File: src/rtl/id_ex_pipe_pkg.sv
//----------------------------------------------------------------------------
// Module : id_ex_pipe_pkg
// Shared CPU defines: default widths, NOP encodings, per-edge action decode.
// Rev    : 1.0
//----------------------------------------------------------------------------
`default_nettype none

package id_ex_pipe_pkg;

    localparam int DEF_DATA_W   = 32;
    localparam int DEF_ALUSEL_W = 3;
    localparam int DEF_ALUOP_W  = 8;
    localparam int DEF_RADDR_W  = 5;
    localparam int DEF_STALL_W  = 6;

    localparam logic [DEF_ALUOP_W-1:0]  ALUOP_NOP  = 8'h00;
    localparam logic [DEF_ALUSEL_W-1:0] ALUSEL_NOP = 3'b000;

    typedef enum logic [1:0] {
        ACT_HOLD    = 2'd0,
        ACT_CAPTURE = 2'd1,
        ACT_BUBBLE  = 2'd2,
        ACT_FLUSH   = 2'd3
    } pipe_act_e;

    // Flush beats bubble beats capture beats hold.
    function automatic pipe_act_e decode_act(input logic flush,
                                             input logic stall_here,
                                             input logic stall_next);
        if (flush)
            return ACT_FLUSH;
        if (!stall_here)
            return ACT_CAPTURE;
        if (!stall_next)
            return ACT_BUBBLE;
        return ACT_HOLD;
    endfunction

endpackage

`default_nettype wire

File: src/rtl/id_ex_pipe_sat_cnt32.sv
//----------------------------------------------------------------------------
// Module : sat_cnt32
// 32-bit saturating event counter with synchronous clear (clear wins).
// Present only when ID_EX_PIPE_PERF_EN is defined.
// Rev    : 1.0
//----------------------------------------------------------------------------
`default_nettype none

`ifdef ID_EX_PIPE_PERF_EN
module sat_cnt32 (
    input  logic        clk,
    input  logic        reset_n,
    input  logic        inc,
    input  logic        clr,
    output logic [31:0] count
);

    logic [31:0] count_q;
    logic [31:0] count_d;

    always_comb begin
        count_d = count_q;
        if (clr)
            count_d = '0;
        else if (inc && (count_q != 32'hFFFF_FFFF))
            count_d = count_q + 32'd1;
    end

    always_ff @(posedge clk or negedge reset_n) begin
        if (!reset_n)
            count_q <= '0;
        else
            count_q <= count_d;
    end

    assign count = count_q;

endmodule
`endif

`default_nettype wire

File: src/rtl/id_ex_pipe.sv
//----------------------------------------------------------------------------
// Module : id_ex_pipe
// ID->EX pipeline register with flush/bubble/capture/hold control.
// Optional perf counters enabled by macro ID_EX_PIPE_PERF_EN.
// Rev    : 1.0
//----------------------------------------------------------------------------
`default_nettype none

module id_ex_pipe
    import id_ex_pipe_pkg::*;
#(
    parameter int DATA_W    = DEF_DATA_W,
    parameter int ALUSEL_W  = DEF_ALUSEL_W,
    parameter int ALUOP_W   = DEF_ALUOP_W,
    parameter int RADDR_W   = DEF_RADDR_W,
    parameter int STALL_W   = DEF_STALL_W,
    parameter int STAGE_IDX = 2
)(
    input  logic                clk,
    input  logic                reset_n,
    input  logic [STALL_W-1:0]  stall,
    input  logic                flush,

    input  logic [ALUSEL_W-1:0] id_alusel,
    input  logic [ALUOP_W-1:0]  id_aluop,
    input  logic [DATA_W-1:0]   id_reg1_data,
    input  logic [DATA_W-1:0]   id_reg2_data,
    input  logic                id_we,
    input  logic [RADDR_W-1:0]  id_waddr,
    input  logic                id_is_in_delayslot,
    input  logic [DATA_W-1:0]   id_link_address,
    input  logic [DATA_W-1:0]   id_inst_addr,
    input  logic                next_inst_in_delayslot_i,

    output logic [ALUSEL_W-1:0] ex_alusel,
    output logic [ALUOP_W-1:0]  ex_aluop,
    output logic [DATA_W-1:0]   ex_reg1_data,
    output logic [DATA_W-1:0]   ex_reg2_data,
    output logic                ex_we,
    output logic [RADDR_W-1:0]  ex_waddr,
    output logic                ex_is_in_delayslot,
    output logic [DATA_W-1:0]   ex_link_address,
    output logic [DATA_W-1:0]   ex_inst_addr,
    output logic                is_in_delayslot_o,
    output logic                ex_valid
`ifdef ID_EX_PIPE_PERF_EN
    ,
    input  logic                perf_clr,
    output logic [31:0]         perf_stall_cnt,
    output logic [31:0]         perf_bubble_cnt,
    output logic [31:0]         perf_flush_cnt
`endif
);

    pipe_act_e act;

    logic [ALUSEL_W-1:0] alusel_q,       alusel_d;
    logic [ALUOP_W-1:0]  aluop_q,        aluop_d;
    logic [DATA_W-1:0]   reg1_data_q,    reg1_data_d;
    logic [DATA_W-1:0]   reg2_data_q,    reg2_data_d;
    logic                we_q,           we_d;
    logic [RADDR_W-1:0]  waddr_q,        waddr_d;
    logic                ex_ds_q,        ex_ds_d;
    logic [DATA_W-1:0]   link_address_q, link_address_d;
    logic [DATA_W-1:0]   inst_addr_q,    inst_addr_d;
    logic                ds_q,           ds_d;
    logic                valid_q,        valid_d;

    // Only this stage's bit and the downstream bit matter.
    logic stall_unused;
    assign stall_unused = ^stall;

    assign act = decode_act(flush, stall[STAGE_IDX], stall[STAGE_IDX+1]);

    always_comb begin
        alusel_d       = alusel_q;
        aluop_d        = aluop_q;
        reg1_data_d    = reg1_data_q;
        reg2_data_d    = reg2_data_q;
        we_d           = we_q;
        waddr_d        = waddr_q;
        ex_ds_d        = ex_ds_q;
        link_address_d = link_address_q;
        inst_addr_d    = inst_addr_q;
        ds_d           = ds_q;
        valid_d        = valid_q;
        case (act)
            ACT_FLUSH, ACT_BUBBLE: begin
                alusel_d       = ALUSEL_W'(ALUSEL_NOP);
                aluop_d        = ALUOP_W'(ALUOP_NOP);
                reg1_data_d    = '0;
                reg2_data_d    = '0;
                we_d           = 1'b0;
                waddr_d        = '0;
                ex_ds_d        = 1'b0;
                link_address_d = '0;
                inst_addr_d    = '0;
                valid_d        = 1'b0;
                // A bubble keeps the delay-slot marker for the instruction still in ID.
                if (act == ACT_FLUSH)
                    ds_d = 1'b0;
            end
            ACT_CAPTURE: begin
                alusel_d       = id_alusel;
                aluop_d        = id_aluop;
                reg1_data_d    = id_reg1_data;
                reg2_data_d    = id_reg2_data;
                we_d           = id_we;
                waddr_d        = id_waddr;
                ex_ds_d        = id_is_in_delayslot;
                link_address_d = id_link_address;
                inst_addr_d    = id_inst_addr;
                ds_d           = next_inst_in_delayslot_i;
                valid_d        = 1'b1;
            end
            default: ;
        endcase
    end

    always_ff @(posedge clk or negedge reset_n) begin
        if (!reset_n) begin
            alusel_q       <= '0;
            aluop_q        <= '0;
            reg1_data_q    <= '0;
            reg2_data_q    <= '0;
            we_q           <= 1'b0;
            waddr_q        <= '0;
            ex_ds_q        <= 1'b0;
            link_address_q <= '0;
            inst_addr_q    <= '0;
            ds_q           <= 1'b0;
            valid_q        <= 1'b0;
        end else begin
            alusel_q       <= alusel_d;
            aluop_q        <= aluop_d;
            reg1_data_q    <= reg1_data_d;
            reg2_data_q    <= reg2_data_d;
            we_q           <= we_d;
            waddr_q        <= waddr_d;
            ex_ds_q        <= ex_ds_d;
            link_address_q <= link_address_d;
            inst_addr_q    <= inst_addr_d;
            ds_q           <= ds_d;
            valid_q        <= valid_d;
        end
    end

    assign ex_alusel          = alusel_q;
    assign ex_aluop           = aluop_q;
    assign ex_reg1_data       = reg1_data_q;
    assign ex_reg2_data       = reg2_data_q;
    assign ex_we              = we_q;
    assign ex_waddr           = waddr_q;
    assign ex_is_in_delayslot = ex_ds_q;
    assign ex_link_address    = link_address_q;
    assign ex_inst_addr       = inst_addr_q;
    assign is_in_delayslot_o  = ds_q;
    assign ex_valid           = valid_q;

`ifdef ID_EX_PIPE_PERF_EN
    sat_cnt32 u_stall_cnt (
        .clk     (clk),
        .reset_n (reset_n),
        .inc     (act == ACT_HOLD),
        .clr     (perf_clr),
        .count   (perf_stall_cnt)
    );

    sat_cnt32 u_bubble_cnt (
        .clk     (clk),
        .reset_n (reset_n),
        .inc     (act == ACT_BUBBLE),
        .clr     (perf_clr),
        .count   (perf_bubble_cnt)
    );

    sat_cnt32 u_flush_cnt (
        .clk     (clk),
        .reset_n (reset_n),
        .inc     (act == ACT_FLUSH),
        .clr     (perf_clr),
        .count   (perf_flush_cnt)
    );
`endif

endmodule

`default_nettype wire

File: config.mk
export PLATFORM = sky130hd
export DESIGN_NAME = id_ex_pipe
export DESIGN_NICKNAME = d
export VERILOG_FILES = /design/src/rtl/id_ex_pipe_pkg.sv /design/src/rtl/id_ex_pipe_sat_cnt32.sv /design/src/rtl/id_ex_pipe.sv
export SDC_FILE = /design/constraint.sdc
export NUM_CORES = 1
export LEC_CHECK = 0
export BUFFER_PORTS_ARGS = -buffer_cell sky130_fd_sc_hd__buf_2
export CORE_MARGIN = 5
export CORE_UTILIZATION = 47
export CTS_CLUSTER_DIAMETER = 60
export DETAILED_ROUTE_END_ITERATION = 16
export PLACE_DENSITY = 0.84
export SLEW_MARGIN = 20
export SYNTH_ARGS = -nofsm -noshare
export SYNTH_HDL_FRONTEND = slang
export SYNTH_SLANG_ARGS = --single-unit
File: constraint.sdc
create_clock -name clk -period 1.2 [get_ports clk]
set_clock_uncertainty 0.15 [all_clocks]
set_input_delay 0.18 -clock clk [delete_from_list [all_inputs] [get_ports clk]]
set_output_delay 0.18 -clock clk [all_outputs]
set_load 0.02 [all_outputs]
# == Word level (Yosys, flattened, before mapping) ==
# Cells that the tools add are included.
# word_totals
reg_bits,148
mem_bits_rw,0
elab_cells,42
latchBits,0
in_bits,156
rom_bits,0
n_memories,0
output_inout_bits,148
# op_classes
div,0
order_cmp,0
n_addsub,0
bitwise_logic,0
muxes,24
reduce_logical,3
n_mul,0
shifts,0
n_eq_ne,4
# ops
cell,n
case mux 32 bit (2 select lines),4
case mux 8 bit (2 select lines),1
two-way mux 2 bit,6
case mux 5 bit (2 select lines),1
case mux 1 bit (2 select lines),4
two-way mux 1 bit,7
case mux 3 bit (2 select lines),1
"equality test 2 bit, second input constant",2
"equality test 2 x 1 -> 1 bit, second input constant",1
"!= test 2 bit, second input constant",1
AND reduction 2 bit,1
nonzero test 2 bit,1
OR reduction 2 bit,1

# == Logic depth before layout (Yosys ltp) ==
# Gate-level depths: netlist of run 1.
# logic_depth
word_depth,11
mapped_depth,5
mapped_depth_nobuf,2

# == Worst setup path after synthesis of run 1 ==
# Ideal clock, no wire load.
# synth_path
kind,input -> register
startpoint,in stall[2]
endpoint,reg aluop_q[7] (netlist: ex_aluop[7])
path_buffers,2
arrival_time_ps,802
setup_slack_ps,126
t_required_ps,929
stages,4
setup_time_ps,121
path_cell_list,buf_6 nor2b_1 buf_2 a32o_1
# synth_between
elab_chain_cells,8
word_cells_on_any_way,13
classes_between,3 x eq/ne; 8 x mux; 2 x reduce/logical
# synth_rtl
item,line,rtl
start: declaration,id_ex_pipe.sv:21,"input logic [STALL_W-1:0] stall,"
two-way mux 2 bit,id_ex_pipe_pkg.sv:32,if (!stall_here)
two-way mux 2 bit,id_ex_pipe_pkg.sv:34,if (!stall_next)
two-way mux 2 bit,id_ex_pipe_pkg.sv:36,return ACT_HOLD;
two-way mux 2 bit (*),id_ex_pipe_pkg.sv:34,
two-way mux 2 bit (*),id_ex_pipe_pkg.sv:32,
equality test 2 bit,id_ex_pipe.sv:87,case (act)
OR reduction 2 bit,id_ex_pipe.sv:87,
case mux 8 bit (2 select lines) / nonzero test 2 bit (equally long branches),-,
end signal: assignment,id_ex_pipe.sv:135,aluop_q <= aluop_d;
end: declaration,id_ex_pipe.sv:58,"logic [ALUOP_W-1:0] aluop_q, aluop_d;"
# Mark *: on every way between the ends. The rest lies on a longest branch, timed or not. The select of a mux whose other input is x is not followed.
# A chain may end at the register's enable or synchronous reset.

# == Worst setup path after layout of run 1 ==
# layout_path
startpoint,reg inst_addr_q[31] (netlist: ex_inst_addr[31])
endpoint,out ex_inst_addr[31]
# layout_lines
item,line,rtl
start: declaration,id_ex_pipe.sv:65,"logic [DATA_W-1:0] inst_addr_q, inst_addr_d;"
start signal: assignment,id_ex_pipe.sv:142,inst_addr_q <= inst_addr_d;
end: declaration,id_ex_pipe.sv:43,"output logic [DATA_W-1:0] ex_inst_addr,"
# No word-level cell between the ends.

==> run_results.csv, run 1 <==
group,metric,value,unit
setup_path,crit_path_max_fanout,2,
sta,worstMarginPinSlew,0.855,ns
power,leakagePower,5.71,nW
setup_path,worst-path-buf-inv,1,
synth,yosys.area.top_type,"dfrtp_1",
die,dieArea,16300,um2
status,status,"finished, violations left",
placed_design,gp_congestion,0.877,
drt,wire_per_inst,23.8,um
cts,cts_made_buffers,17,
placed_design,io_buffers,299,
drt,ant_nets,0,
power,power_density,1190,nW/um2
cells_and_area,final_layout_size_suffix_gt1_frac,0.385,
cts,clockBufferDepth,2,
synth,ys_seq_area_frac,0.569,
sta,post-route-period-util,1.15,
die,core_area,13700,um2
cts,clkLatencyLatePin,0.41,ns
cts,tritoncts,"yes",
synth,ys.warnings.count,0,
placed_design,dp_hpwl,12.8,mm
global_routing,grt_antenna_before_repair,5,
cells_and_area,final_nets,1316,
drt,dr.pass1.iters,5,
cells_and_area,fillCellCount,582,
die,die_w,128,um
synth,synth_fp_nets,792,
drt,routed_wl,32.2,mm
setup_path,critical_path_arrival,1.05,ns
drt,drt_iter0_drc,954,
sta,timing.final.ws_setup,-0.182,ns
global_routing,grt_pass1_wl,43.6,mm
die,fp-row-count,43,
synth,ys_seq_elements,148,
job,cap_violations,0,
synth,dominantRegCellSynth,"dfrtp_1",
sta,finalSetupViolations,151,
synth,synth_top_cell_area_share,0.569,
synth,netlist_area,6510,um2
setup_path,cp_data_required_time,0.87,ns
setup_path,worstSetupStartpointType,"flop",
cts,root_buffer,"clkbuf_16",
synth,synth_common_cells,"dfrtp_1, a21oi_1, nand2b_1, nand3_1, buf_2",
cts,h-tree-depth,4,
power,ir_drop,848,uV
sta,rsz0062_at_grt,"true",
drt,drc,0,
synth,synth.area.top_cells,"dfrtp_1, nand2b_1, a21oi_1, nand3_1, buf_6",
global_routing,first_global_vias,7993,
setup_path,cp_top_family,"flip-flops",
sta,hold_violations,0,
die,die_y,128,um
setup_path,max_stage_delay,0.46,ns
cells_and_area,area_growth,83.4,%
synth,synth.distinct_cells,14,
drt,vias,7924,
status,violations,"negative setup slack",
global_routing,grt_overflow_total,0,
setup_path,critPathCaptureType,"output pin",
sta,maxSlewHeadroom,0.429,
sta,fin_crit,1.38,ns
synth,synthArstFlopShare,1.00,
drt,post_drt_via_cell_ratio,5.85,
die,ios,304,
setup_path,cp_slowest_cell,"dfrtp_1",
sta,maxSlewViolCount,0,
cells_and_area,final_util,0.870,
synth,synth_edf_count,0,
sta,max_freq,723,MHz
global_routing,track_usage,0.349,
global_routing,grt_max_degree,83,
synth,syn_avg_cell_area,10.2,um2
hold_path,hold_class,"input pin to asynchronous set/reset pin",
die,initial_core_util,0.474,
cts,clock_sinks,148,
setup_path,cp_cell_sequence,"buf_6",
cts,clkTransAtPathRegs,0.07,ns
sta,whs,0.0275,ns
synth,synth_most_common_cell,"dfrtp_1",
setup_path,setup.worst_path.class,"flop to output pin",
synth,synth_cells,636,
## cell usage in the layout (no fill, tap or decap), types with 4 or more instances in the layout
| master | Yosys | routed |
|---|---|---|
| dlygate4sd3_1 | 0 | 150 |
| clkbuf_16 | 0 | 17 |
| buf_2 | 30 | 147 |
| nand3_1 | 136 | 136 |
| buf_6 | 16 | 150 |
| diode_2 | 0 | 4 |
| buf_12 | 0 | 13 |
| nand2b_1 | 136 | 136 |
| a32o_1 | 10 | 10 |
| dfrtp_1 | 148 | 148 |
| bufinv_16 | 0 | 5 |
| a21oi_1 | 137 | 136 |
| buf_4 | 14 | 109 |
## through the flow
stage	setup TNS (ns)	setup slack, ns	area (um2)	instances	power [mW]
final	-13.67	-0.182	11900	1354	14.1
after global routing	-17.13	-0.209	11900	1354	14.5
after CTS	-14.11	-0.124	11500	1294	13.7
after detailed placement	-2.31	-0.142	8110	1071	7.12
after global placement	-1.39	-0.101	8110	1071	7.08
after floorplan	0	0.126	6510	636	6.36
## final timing paths
path	from	end	slack, ns	depth (start not counted)
setup / recovery	ex_inst_addr[31]	ex_inst_addr[31]	-0.18	1
setup reg to reg	ex_waddr[4]	ex_waddr[4]	-0.03	3
hold / removal	reset_n	ex_reg2_data[12]	0.03	2
min in group clk	stall[2]	ex_aluop[0]	0.04	4
hold reg to reg	ex_aluop[0]	ex_aluop[0]	0.42	2
max in group asynchronous	reset_n	ex_reg1_data[30]	0.36	3
## area by class of cell
cell class              instances  area [um2]  share of cell area
repair buffers                569        5000               0.419
flip-flops and latches        148        3700               0.310
multi-input cells             424        2360               0.197
clock buffers                  19         453              0.0380
well taps                     180         225              0.0189
clock inverters                10         181              0.0152
diodes                          4        10.0            0.000839
## per-layer routing
| layer | track usage | wire, um |
|---|---|---|
| met5 | 0 | 0 |
| met1 | 0.385 | 10700 |
| met4 | 0.228 | 2460 |
| met3 | 0.0963 | 3320 |
| met2 | 0.589 | 15700 |
## power by group
part | switching [mW] | internal [mW]
logic | 1.36 | 1.43
clock network | 2.16 | 3.76
registers | 0.218 | 5.22
## logic make-up after synthesis
family                 synth area share
AOI/OAI and AO/OA                 0.121
buffers and inverters            0.0692
DFF                               0.569
muxes                           0.00154
and+or+nand+nor                   0.239
## state kept, by name, summed over array words and instances, names as in the netlist
register	cells
ex_link_address	32
ex_aluop	8
ex_waddr	5
ex_valid	1
ex_reg1_data	32
ex_inst_addr	32
ex_we	1
ex_reg2_data	32
ex_is_in_delayslot	1
ex_alusel	3
is_in_delayslot_o	1
## what timing repair did
| action | CTS | global route |
|---|---|---|
| resized for setup | 296 | 1 |
| cloned | 0 | 0 |
| hold buffers | 151 | 0 |
| setup endpoints to repair | 148 | 156 |
| hold endpoints to repair | 295 | 0 |
| setup buffers | 43 | 57 |
(Power assumes the default switching activity.)
==> inputs of run 2 (changes only) <==
--- a/config.mk
+++ b/config.mk
@@ -7,10 +7,11 @@
 export LEC_CHECK = 0
 export BUFFER_PORTS_ARGS = -buffer_cell sky130_fd_sc_hd__buf_2
 export CORE_MARGIN = 5
-export CORE_UTILIZATION = 47
+export CORE_UTILIZATION = 50
+export CTS_BUF_LIST = sky130_fd_sc_hd__clkbuf_16
 export CTS_CLUSTER_DIAMETER = 60
 export DETAILED_ROUTE_END_ITERATION = 16
-export PLACE_DENSITY = 0.84
+export PLACE_DENSITY = 0.88
 export SLEW_MARGIN = 20
 export SYNTH_ARGS = -nofsm -noshare
 export SYNTH_HDL_FRONTEND = slang
==> constraint.sdc (replaced) <==
create_clock -name clk -period 1.7 [get_ports clk]
set_clock_uncertainty 0.15 [all_clocks]
set_input_delay 0.255 -clock clk [delete_from_list [all_inputs] [get_ports clk]]
set_output_delay 0.255 -clock clk [all_outputs]
set_load 0.02 [all_outputs]
==> run 2 against run 1 <==
Compared with the run above:
- the run now ends clean
- non-clock buffer count decreased by 101
- wire length decreased by 22%
- via count decreased by 11%
- design area decreased by 15%
- highest routed layer unchanged
- largest power group is now registers
- combinational power decreased by 46%
- power decreased by 36%
- final cell count decreased by 8.1%
- largest cell class is now registers
- critical endpoint is now ex_reg1_data[11]
- flip-flop and latch count unchanged
- global-route usage decreased by 2.3 points
- worst setup slack improved by 0.45 ns
- clock power decreased by 36%
- register-to-register slack improved by 0.70 ns
==> run_results.csv, run 2 (synthesis results as in run 1) <==
group,metric,value,unit
sta,hold_violations,0,
cts,root_buffer,"clkbuf_16",
cells_and_area,finalInstanceArea,10100,um2
setup_path,cp_slowest_cell,"dfrtp_1",
setup_path,cp_data_required_time,1.29,ns
cells_and_area,area_growth,55.7,%
drt,post_drt_via_cell_ratio,5.67,
sta,maxSlewHeadroom,0.747,
cts,clkLatencyLatePin,0.41,ns
drt,routed_wl,25.0,mm
drt,ant_nets,0,
cts,clock_sinks,148,
cts,tritoncts,"yes",
sta,worstMarginPinSlew,0.380,ns
hold_path,min_from,"stall[2]",
sta,fin_crit,1.43,ns
setup_path,worst-path-buf-inv,1,
drt,drt_iter0_drc,660,
global_routing,grt_overflow_total,0,
drt,wire_per_inst,20.1,um
drt,vias,7061,
global_routing,first_global_vias,7332,
cts,clockBufferDepth,2,
sta,setup_tns,0,ns
die,ios,304,
cts,post_cts_buffers,0,
placed_design,io_buffers,299,
die,initial_core_util,0.513,
cts,clkTransAtPathRegs,0.06,ns
sta,timing.final.ws_setup,0.267,ns
die,die_w,124,um
cells_and_area,final_nets,1215,
status,status,"complete, no violations",
cts,hold_buffers,148,
cells_and_area,final_layout_size_suffix_gt1_frac,0.327,
die,core_area,12700,um2
setup_path,r2r_start,"ex_reg1_data[0]",
hold_path,hold_end,"ex_aluop[0]",
sta,post-route-period-util,0.843,
setup_path,cp_cell_sequence,"buf_2",
placed_design,dp_hpwl,12.6,mm
cts,h-tree-depth,4,
global_routing,track_usage,0.326,
drt,drc,0,
job,cap_violations,0,
setup_path,crit_path_max_fanout,2,
cells_and_area,final_common_cell,"buf_2",
sta,max_freq,698,MHz
placed_design,pre_cts_ws,0.281,ns
sta,finalSetupViolations,0,
setup_path,setup.worst_path.class,"flop to output pin",
setup_path,max_stage_delay,0.42,ns
setup_path,critical_path_arrival,1.03,ns
power,ir_drop,497,uV
cells_and_area,final_cell_mix,"buf_2, dfrtp_1, dlygate4sd3_1",
hold_path,hold_depth,3,
cts,cts.repair.resized,0,
setup_path,rrSetupSlack,0.67,ns
global_routing,grt_pass1_wl,38.5,mm
die,die_y,124,um
power,leakagePower,5.00,nW
drt,dr.pass1.iters,5,
setup_path,rr_worst_depth,2,
setup_path,critPathCaptureType,"output pin",
die,dieArea,15400,um2
cells_and_area,fin_cells,1245,
setup_path,worstSetupStartpointType,"flop",
placed_design,placed_cells,1064,
sta,maxSlewViolCount,0,
global_routing,grt_max_degree,78,
placed_design,placed_cell_area,8060,um2
setup_path,r2r-end,"ex_reg1_data[0]",
cts,cts_made_buffers,17,
setup_path,cp_top_family,"flip-flops",
power,power_density,897,nW/um2
placed_design,gp_congestion,0.792,
global_routing,grt_antenna_before_repair,0,
sta,rsz0062_at_grt,"false",
die,fp-row-count,41,
hold_path,hold_class,"input pin to flop",
[run 2: changes by cell type in the layout (fill, tap and decap cells not counted), sizes merged]
cell	change
diode	-3
clkbuf	-2
inv	+1
clkinv	+5
clkinvlp	+1
dlygate4sd3	-2
buf	-99
bufinv	-2
[run 2: worst max path at each step]
stage | start | endpoint | depth (start not counted) | slack (ns)
after global placement | stall[2] | is_in_delayslot_o | 4 | 0.32
after detailed placement | stall[2] | is_in_delayslot_o | 4 | 0.28
final | ex_reg1_data[11] | ex_reg1_data[11] | 1 | 0.27
after floorplan | stall[2] | ex_aluop[7] | 4 | 0.55
after global routing | ex_alusel[0] | ex_alusel[0] | 1 | 0.25
after CTS | ex_reg1_data[11] | ex_reg1_data[11] | 1 | 0.27
[run 2: cell type report]
class / instances / area, um2
flip-flops and latches: 148 / 3700
repair buffers: 468 / 3270
fillers: 691 / 2540
multi-input cells: 424 / 2350
clock buffers: 17 / 425
well taps: 172 / 215
clock inverters: 15 / 164
diodes: 1 / 2.50
[run 2: stage by stage]
step / power [mW] / hold slack [ns] / utilization
4_1_cts: 8.99 / 0.0439 / 0.799
2_1_floorplan: 4.49 / -0.191 / -
3_3_place_gp: 4.98 / 0.0399 / 0.636
5_1_grt: 9.39 / 0.0696 / 0.799
6_report: 9.08 / 0.0581 / 0.799
3_5_place_dp: 5.00 / 0.0358 / 0.636
[run 2: layer usage]
metal  global-route usage  up-vias  wire length, um
met5                    0        -                0
met4                0.214        0             1460
met3               0.0963      131             2770
met2                0.541      519            12200
met1                0.365     3380             8570
li1                     -     3031                -
[run 2: power breakdown]
group          internal (mW)  switching, mW
clock network           2.29           1.49
registers               3.68          0.106
logic                  0.677          0.831
[run 2: worst register-to-register path: stages, from the launching register on]
cell and delay [ns]:
dfrtp_1 0.39, nand3_1 0.12, a21oi_1 0.27
==> inputs of run 3 (changes only) <==
--- a/config.mk
+++ b/config.mk
@@ -7,11 +7,11 @@
 export LEC_CHECK = 0
 export BUFFER_PORTS_ARGS = -buffer_cell sky130_fd_sc_hd__buf_2
 export CORE_MARGIN = 5
-export CORE_UTILIZATION = 50
+export CORE_UTILIZATION = 47
 export CTS_BUF_LIST = sky130_fd_sc_hd__clkbuf_16
 export CTS_CLUSTER_DIAMETER = 60
 export DETAILED_ROUTE_END_ITERATION = 16
-export PLACE_DENSITY = 0.88
+export PLACE_DENSITY = 0.84
 export SLEW_MARGIN = 20
 export SYNTH_ARGS = -nofsm -noshare
 export SYNTH_HDL_FRONTEND = slang
==> constraint.sdc (replaced) <==
create_clock -name clk -period 1.4 [get_ports clk]
set_clock_uncertainty 0.15 [all_clocks]
set_input_delay 0.21 -clock clk [delete_from_list [all_inputs] [get_ports clk]]
set_output_delay 0.21 -clock clk [all_outputs]
set_load 0.02 [all_outputs]
==> run 3 against run 2 <==
Compared with the run above:
- via count down 5.6%
- register-to-register slack got worse by 0.30 ns
- worst setup slack got worse by 0.25 ns
- clock-buffer cell count unchanged
- critical endpoint is now ex_inst_addr[14]
==> run_results.csv, run 3 (synthesis results as in run 1) <==
group,metric,value,unit
sta,worstMarginPinSlew,0.852,ns
global_routing,grt_pass1_wl,36.0,mm
setup_path,worstSetupStartpointType,"flop",
setup_path,cp_cell_sequence,"buf_4",
cells_and_area,final_cell_mix,"buf_2, dlygate4sd3_1, dfrtp_1",
cells_and_area,fillCellCount,883,
power,p_switching,2.83,mW
placed_design,dp_hpwl,12.8,mm
cells_and_area,final_nets,1212,
cells_and_area,finalInstanceArea,10100,um2
global_routing,grt_antenna_before_repair,0,
global_routing,first_global_vias,6910,
sta,rsz0062_at_grt,"false",
power,leakagePower,4.97,nW
cts,clkLatencyLatePin,0.41,ns
drt,wire_per_inst,18.5,um
setup_path,critical_path_arrival,1.02,ns
die,die_y,128,um
die,die_w,128,um
global_routing,track_usage,0.281,
sta,maxSlewHeadroom,0.431,
drt,drc,0,
cts,cts_made_buffers,17,
hold_path,hold_class,"input pin to flop",
power,clkPwrFrac,0.401,
cells_and_area,register_area,3700,um2
sta,post-route-period-util,0.985,
drt,drt_iter0_drc,573,
power,pwr-share-comb,0.170,
setup_path,crit_path_max_fanout,2,
setup_path,worst-path-buf-inv,1,
die,fp-row-count,43,
die,dieArea,16300,um2
cts,clock_sinks,148,
drt,routed_wl,23.1,mm
power,power_density,1060,nW/um2
placed_design,placed_cell_area,8080,um2
power,p_total,10.7,mW
cts,clkTransAtPathRegs,0.06,ns
cells_and_area,final_layout_size_suffix_gt1_frac,0.322,
drt,dr.pass1.iters,5,
placed_design,gp_congestion,0.851,
job,cap_violations,0,
power,switching_share,0.264,
setup_path,cp_slowest_cell,"dfrtp_1",
cts,tritoncts,"yes",
power,seqPwrFrac,0.430,
cts,clockBufferDepth,2,
cells_and_area,final_common_cell,"buf_2",
die,core_area,13700,um2
cts,h-tree-depth,4,
power,p_int,7.87,mW
die,ios,304,
cells_and_area,final_util,0.738,
die,initial_core_util,0.474,
status,status,"complete, no violations",
sta,maxSlewViolCount,0,
setup_path,max_stage_delay,0.42,ns
drt,vias,6669,
setup_path,cp_top_family,"flip-flops",
placed_design,io_buffers,299,
cts,root_buffer,"clkbuf_16",
power,ir_drop,662,uV
sta,finalSetupViolations,0,
sta,fin_crit,1.38,ns
drt,post_drt_via_cell_ratio,5.34,
setup_path,critPathCaptureType,"output pin",
global_routing,grt_overflow_total,0,
sta,max_freq,725,MHz
global_routing,grt_max_degree,84,
setup_path,cp_data_required_time,1.04,ns
cells_and_area,multiInputGateArea,2350,um2
drt,ant_nets,0,
cells_and_area,area_growth,55.6,%
sta,hold_violations,0,
setup_path,setup.worst_path.class,"flop to output pin",
## run 3: cell types whose count changed in the layout (fill, tap and decap cells not counted), sizes merged
| cell | change |
|---|---|
| bufinv | -1 |
| clkinv | -2 |
| clkinvlp | +1 |
| buf | -3 |
## run 3: layout make-up
type / instances / area share
clock buffer: 17 / 0.0420
multi-input combinational: 424 / 0.232
timing repair buffer: 465 / 0.325
sequential: 148 / 0.366
antenna: 1 / 0.000247
clock inverter: 13 / 0.0119
tap: 180 / 0.0222
## run 3: repair_timing
| action | CTS | global route |
|---|---|---|
| hold buffers | 148 | 0 |
| hold endpoints to repair | 295 | 0 |
| buffers inserted | 0 | 0 |
| gates resized for setup | 0 | 6 |
| endpoints found under the setup margin | 0 | 3 |
## run 3: power by group through the flow
stage	Sequential [mW]	Clock (mW)	Combinational (mW)
6_report	4.60	4.29	1.81
5_1_grt	4.61	4.53	1.95
4_1_cts	4.58	4.30	1.76
3_3_place_gp	4.64	0	1.42
3_5_place_dp	4.65	0	1.43
2_1_floorplan	4.90	0	0.550
## run 3: final timing paths
kind                                  start  slack [ns]                   to  cells past startpoint
setup / recovery           ex_inst_addr[14]        0.02     ex_inst_addr[14]                      1
hold reg to reg                ex_alusel[2]        0.38         ex_alusel[2]                      1
min in group asynchronous           reset_n        0.10      ex_reg2_data[4]                      2
hold / removal                        flush        0.09     ex_inst_addr[15]                      3
setup reg to reg           ex_reg1_data[13]        0.37     ex_reg1_data[13]                      2
max in group asynchronous           reset_n        0.49  ex_link_address[23]                      3
## run 3: metrics by stage
| step | setup WS (ns) | setup TNS (ns) | instances | hold WS [ns] |
|---|---|---|---|---|
| final | 0.0213 | 0 | 1248 | 0.0858 |
| after global routing | 0.00276 | 0 | 1247 | 0.0826 |
| after CTS | 0.0237 | 0 | 1247 | 0.0665 |
| after detailed placement | -0.0506 | -0.345 | 1069 | -0.0421 |
| after global placement | -0.0170 | -0.149 | 1069 | -0.0398 |
| after floorplan | 0.296 | 0 | 636 | -0.236 |
## run 3: layer usage
layer,global-route usage,vias up,part of all wire
li1,-,3015,-
met1,0.318,3159,0.35
met2,0.485,405,0.51
met3,0.0792,90,0.089
met4,0.146,0,0.047
met5,0,-,0
